`config.mk`:
```
export PLATFORM = sky130hd
export DESIGN_NAME = multisim_client_arbiter
export DESIGN_NICKNAME = d
export VERILOG_FILES = /design/src/rtl/multisim_arb_pkg.sv /design/src/rtl/multisim_arb_rr_pick.sv /design/src/rtl/multisim_client_arbiter.sv
export SDC_FILE = /design/constraint.sdc
export NUM_CORES = 1
export LEC_CHECK = 0
export ABC_CLOCK_PERIOD_IN_PS = 4150
export BUFFER_PORTS_ARGS = -buffer_cell sky130_fd_sc_hd__buf_2
export CORE_AREA = 5 5 125 127
export CTS_BUF_LIST = sky130_fd_sc_hd__clkbuf_4 sky130_fd_sc_hd__clkbuf_8
export CTS_CLUSTER_DIAMETER = 30
export CTS_CLUSTER_SIZE = 14
export DETAILED_ROUTE_END_ITERATION = 7
export DIE_AREA = 0 0 130 132
export GPL_ROUTABILITY_DRIVEN = 0
export GPL_TIMING_DRIVEN = 1
export PLACE_DENSITY = 0.62
export SLEW_MARGIN = 20
export SYNTH_ARGS = -nofsm -noshare
export SYNTH_HDL_FRONTEND = slang
export SYNTH_SLANG_ARGS = --single-unit
```
`constraint.sdc`:
```
create_clock -name clk -period 4.15 [get_ports clk]
set_input_delay 0.83 -clock clk [delete_from_list [all_inputs] [get_ports clk]]
set_output_delay 0.83 -clock clk [all_outputs]
set_load 0.03 [all_outputs]
```
`src/rtl/multisim_arb_pkg.sv`:
```
// Shared types and helpers for the multisim_client requester arbiter.
package multisim_arb_pkg;

    typedef enum logic {
        IDLE   = 1'b0,
        LOCKED = 1'b1
    } arb_state_e;

    localparam int N_REQ_DEF  = 4;
    localparam int DATA_W_DEF = 64;

    function automatic int idx_w(input int n);
        return (n <= 1) ? 1 : $clog2(n);
    endfunction

endpackage

```
`src/rtl/multisim_arb_rr_pick.sv`:
```
// Combinational rotating-priority search: first valid requester at or above rr_ptr, wrapping.
module multisim_arb_rr_pick
    import multisim_arb_pkg::*;
#(
    parameter int N_REQ = N_REQ_DEF,
    parameter int IDX_W = idx_w(N_REQ)
) (
    input  logic [N_REQ-1:0] req_vld,
    input  logic [IDX_W-1:0] rr_ptr,
    output logic [IDX_W-1:0] sel,
    output logic             any
);

    always_comb begin
        logic [IDX_W:0] pos;
        sel = '0;
        any = 1'b0;
        pos = '0;
        // Scan offsets from farthest to nearest so the requester closest to rr_ptr wins.
        for (int i = N_REQ - 1; i >= 0; i--) begin
            pos = {1'b0, rr_ptr} + (IDX_W+1)'(i);
            if (pos >= (IDX_W+1)'(N_REQ)) begin
                pos = pos - (IDX_W+1)'(N_REQ);
            end
            if (req_vld[pos[IDX_W-1:0]]) begin
                sel = pos[IDX_W-1:0];
                any = 1'b1;
            end
        end
    end

endmodule

```
`src/rtl/multisim_client_arbiter.sv`:
```
// Round-robin arbiter sharing one multisim_client data channel among N_REQ cpu requesters.
// Define MULTISIM_ARB_OUT_REG_EN to place a one-entry register between arbitration and out_*.
module multisim_client_arbiter
    import multisim_arb_pkg::*;
#(
    parameter  int N_REQ  = N_REQ_DEF,
    parameter  int DATA_W = DATA_W_DEF,
    localparam int IDX_W  = idx_w(N_REQ)
) (
    input  logic                         clk,
    input  logic                         rst_n,
    input  logic [N_REQ-1:0]             req_vld,
    output logic [N_REQ-1:0]             req_rdy,
    input  logic [N_REQ-1:0][DATA_W-1:0] req_data,
    output logic                         out_vld,
    input  logic                         out_rdy,
    output logic [DATA_W-1:0]            out_data,
    output logic [IDX_W-1:0]             out_idx
);

    arb_state_e       state;
    logic [IDX_W-1:0] rr_ptr;
    logic [IDX_W-1:0] lock_idx;
    logic [IDX_W-1:0] pick_sel;
    logic             pick_any;
    logic [IDX_W-1:0] arb_idx;
    logic             arb_vld;
    logic             arb_rdy;

    function automatic logic [IDX_W-1:0] idx_inc(input logic [IDX_W-1:0] i);
        return (int'(i) == N_REQ - 1) ? '0 : i + 1'b1;
    endfunction

    multisim_arb_rr_pick #(
        .N_REQ (N_REQ),
        .IDX_W (IDX_W)
    ) u_pick (
        .req_vld (req_vld),
        .rr_ptr  (rr_ptr),
        .sel     (pick_sel),
        .any     (pick_any)
    );

    // A lock pins the grant so the offered payload stays stable until it is taken.
    assign arb_idx = (state == LOCKED) ? lock_idx : pick_sel;
    assign arb_vld = rst_n && ((state == LOCKED) ? req_vld[lock_idx] : pick_any);

    always_comb begin
        req_rdy = '0;
        if (arb_vld) begin
            req_rdy[arb_idx] = arb_rdy;
        end
    end

    always_ff @(posedge clk or negedge rst_n) begin
        if (!rst_n) begin
            state    <= IDLE;
            rr_ptr   <= '0;
            lock_idx <= '0;
        end else begin
            case (state)
                IDLE: begin
                    if (pick_any) begin
                        if (arb_rdy) begin
                            rr_ptr <= idx_inc(pick_sel);
                        end else begin
                            lock_idx <= pick_sel;
                            state    <= LOCKED;
                        end
                    end
                end
                LOCKED: begin
                    // A requester withdrawing while locked is dropped without advancing rr_ptr.
                    if (!req_vld[lock_idx]) begin
                        state <= IDLE;
                    end else if (arb_rdy) begin
                        rr_ptr <= idx_inc(lock_idx);
                        state  <= IDLE;
                    end
                end
                default: state <= IDLE;
            endcase
        end
    end

`ifdef MULTISIM_ARB_OUT_REG_EN
    logic              reg_vld;
    logic [DATA_W-1:0] reg_data;
    logic [IDX_W-1:0]  reg_idx;

    assign arb_rdy = !reg_vld || out_rdy;

    always_ff @(posedge clk or negedge rst_n) begin
        if (!rst_n) begin
            reg_vld  <= 1'b0;
            reg_data <= '0;
            reg_idx  <= '0;
        end else if (arb_vld && arb_rdy) begin
            reg_vld  <= 1'b1;
            reg_data <= req_data[arb_idx];
            reg_idx  <= arb_idx;
        end else if (out_rdy) begin
            reg_vld  <= 1'b0;
        end
    end

    assign out_vld  = reg_vld;
    assign out_data = reg_data;
    assign out_idx  = reg_idx;
`else
    assign arb_rdy  = out_rdy;
    assign out_vld  = arb_vld;
    assign out_data = arb_vld ? req_data[arb_idx] : '0;
    assign out_idx  = arb_vld ? arb_idx : '0;
`endif

endmodule

```
==> results.toml <==
[clock_network]
cts_buffer_depth = 2
cts_root_buf = "clkbuf_8"
cts_hold_buf = 0
htreeDepth = 1
numCtsBuffers = 3
clkSinkCount = 5
cts.clk_slew.worst_paths_ns = 0.04
insertion_delay_ns = 0.22
cts_tree = "built"
cts-resized-gates = 0
post-cts-setup-buffers = 0

[cells_and_area]
drive_gt1_frac = 0.551
fin_nets = 1074
multi_input_area_um2 = 3580
seq_area_um2 = 125
areaGrowthSynthToFinish_pct = 42.8
final_cell_count_no_fill = 994
final_cell_area_um2 = 5880
fill_cells = 1530

[sta]
holdWs_ns = 0.431
tns_ns = 0
fin_crit_sh = 0.915
finalHoldViolations = 0
skew_ns = 0.00179
period_minus_slack_ns = 3.80
slew_headroom = 0.397
fmax_mhz = 263
maxSlewViolCount = 0
setup_ws_ns = 0.353
rsz0062_at_grt = "false"
worstMarginPinSlew_ns = 0.904
setup_viol = 0

[die]
start_util = 0.288
die_area_um2 = 17200
ios = 334
die_h_um = 132
die_x_um = 130
core_um2 = 14300
row_count = 44

[worst_setup_path]
worstRegToRegCells = 5
r2r_end = "rr_ptr[0]$_DFFE_PN0P_"
cp.required_ns = 3.32
critPathLaunchType = "input pin"
cp-end-kind = "primary output"
r2r-start = "state$_DFF_PN0_"
r2r_slack_ns = 2.25
crit_arrival_ns = 2.97
path_class = "in2out"
worstPathMaxFanout = 64

[place]
port_buffers = 333
dp_cells = 989
dp_slack_ns = 0.339
hpwl_um = 14100
dpl_cell_area_um2 = 5830

[yosys]
ys_warn_count = 0
syn_nets = 796
avgSynthCellArea_um2 = 7.74
synth_ff_type = "dfrtp_1"
synthCells = 532
synth-seq-cells = 5
async_flop_share = 1.00
synth-seq-area-share = 0.0304
syn_area_um2 = 4120
synth_edf_count = 0
ys_types = 54

[global_route]
grt.overflow.total = 0
grt_usage = 0.196
grt_pass1_vias = 5403
grt_pass1_wl_um = 28100
grt_max_degree = 65
antenna_found_initial = 2

[power_and_ir_drop]
power_leakage_uw = 0.00254
power.density_nw_per_um2 = 542
ir_worst_vdd_v = 0.000421

[drt]
drc = 0
top_layer = "met4"
drtIter0Drc = 254
met3_length_um = 1590
post_drt_wl_per_cell_um = 18.5
wl_met2_um = 9130
drt-total-wl_um = 18400
wl_met1_um = 7140
antenna_left = 0
via_per_inst = 5.71
firstDrtPassIters = 6
num_vias = 5673

[min_path]
hp-class = "in2async"

[run_status]
status = "completed"

[flow_run]
drv_cap = 0
critical path, stage by stage:
cell and delay [ns]:
buf_2 0.16, mux2i_1 0.31, a32o_4 0.86, a22oi_1 0.21
o211ai_1 0.14, a221o_1 0.21, buf_2 0.21
layout by cell type, fill, tap and decap left out, types with 3 or more instances in the layout:
master	instances
o21ai_0	3
nor3b_2	49
nand3_1	67
buf_12	8
inv_1	5
a22oi_2	29
nand2_1	70
nor3b_1	15
mux2i_1	3
a22oi_1	36
a21oi_1	3
buf_2	333
o211ai_1	65
buf_4	5
nor2b_1	3
nor2_1	5
dfrtp_1	5
clkbuf_8	3
a221o_1	64
per-stage QoR:
| step | util | power [uW] |
|---|---|---|
| after detailed placement | 0.407 | 3110 |
| after CTS | 0.410 | 3220 |
| after global routing | 0.411 | 3430 |
| final | 0.411 | 3190 |
| after global placement | 0.407 | 3090 |
| after floorplan | - | 2410 |
area by class of cell:
class                      count  share of cell area
inverter                       6             0.00383
antenna                        1            0.000426
timing repair buffer         346               0.317
multi-input combinational    448               0.610
tap                          184              0.0392
sequential                     5              0.0213
clock buffer                   4             0.00830
cell usage after synthesis, types with 2 or more instances:
master     n  area share
buf_4      3      0.0055
buf_2     33       0.040
nor3b_2   49        0.15
clkbuf_1  18       0.016
buf_6     15       0.041
clkbuf_4   2      0.0036
and3_1     2      0.0030
a221o_1   64        0.16
nand2_1   70       0.064
inv_1      6      0.0055
nor2_1     5      0.0046
a21oi_1    3      0.0036
a22oi_1   36       0.066
a22oi_2   29       0.088
nand3_1   67       0.081
o211ai_1  65        0.12
o21ai_0    3      0.0036
and2_1     2      0.0030
mux2i_1    3      0.0073
nand2b_1   2      0.0030
mux2_2     2      0.0055
dfrtp_1    5       0.030
nor2b_1    3      0.0046
nor3b_1   15       0.027
power breakdown:
part           internal (uW)  total, uW  switching [uW]
combinational           1080       2960            1880
sequential              70.2        126            56.1
clock                   72.6       98.0            25.4
total                   1220       3190            1960
how the worst max path moves through the flow:
stage                     startpoint           to  slack, ns
after floorplan           req_vld[1]   req_rdy[1]       0.55
after global placement    req_vld[1]  out_data[0]       0.39
after detailed placement  req_vld[1]  out_data[0]       0.34
after CTS                 req_vld[1]  out_data[0]       0.34
after global routing      req_vld[1]  out_data[0]       0.20
final                     req_vld[1]  out_data[0]       0.35
routing by layer:
metal / GRT usage / vias to the layer above
li1: - / 2717
met3: 0.0340 / 38
met2: 0.351 / 275
met1: 0.236 / 2643
met5: 0 / -
met4: 0.0548 / 0
registers in the layout, indices dropped and copies added, names as in the netlist:
| register | count |
|---|---|
| lock_idx | 2 |
| state | 1 |
| rr_ptr | 2 |
kinds of logic (layout without fill, tap and decap cells):
logic type | count (synthesis) | after routing | synth area share
fa+ha+maj | 1 | 1 | 0.00304
flops | 5 | 5 | 0.0304
mux | 6 | 6 | 0.0164
simple gates | 224 | 224 | 0.358
buf+inv | 79 | 356 | 0.114
compound gates | 217 | 217 | 0.478
other cells | 0 | 1 | 0
Note: power is estimated with default switching activity, not from simulation.
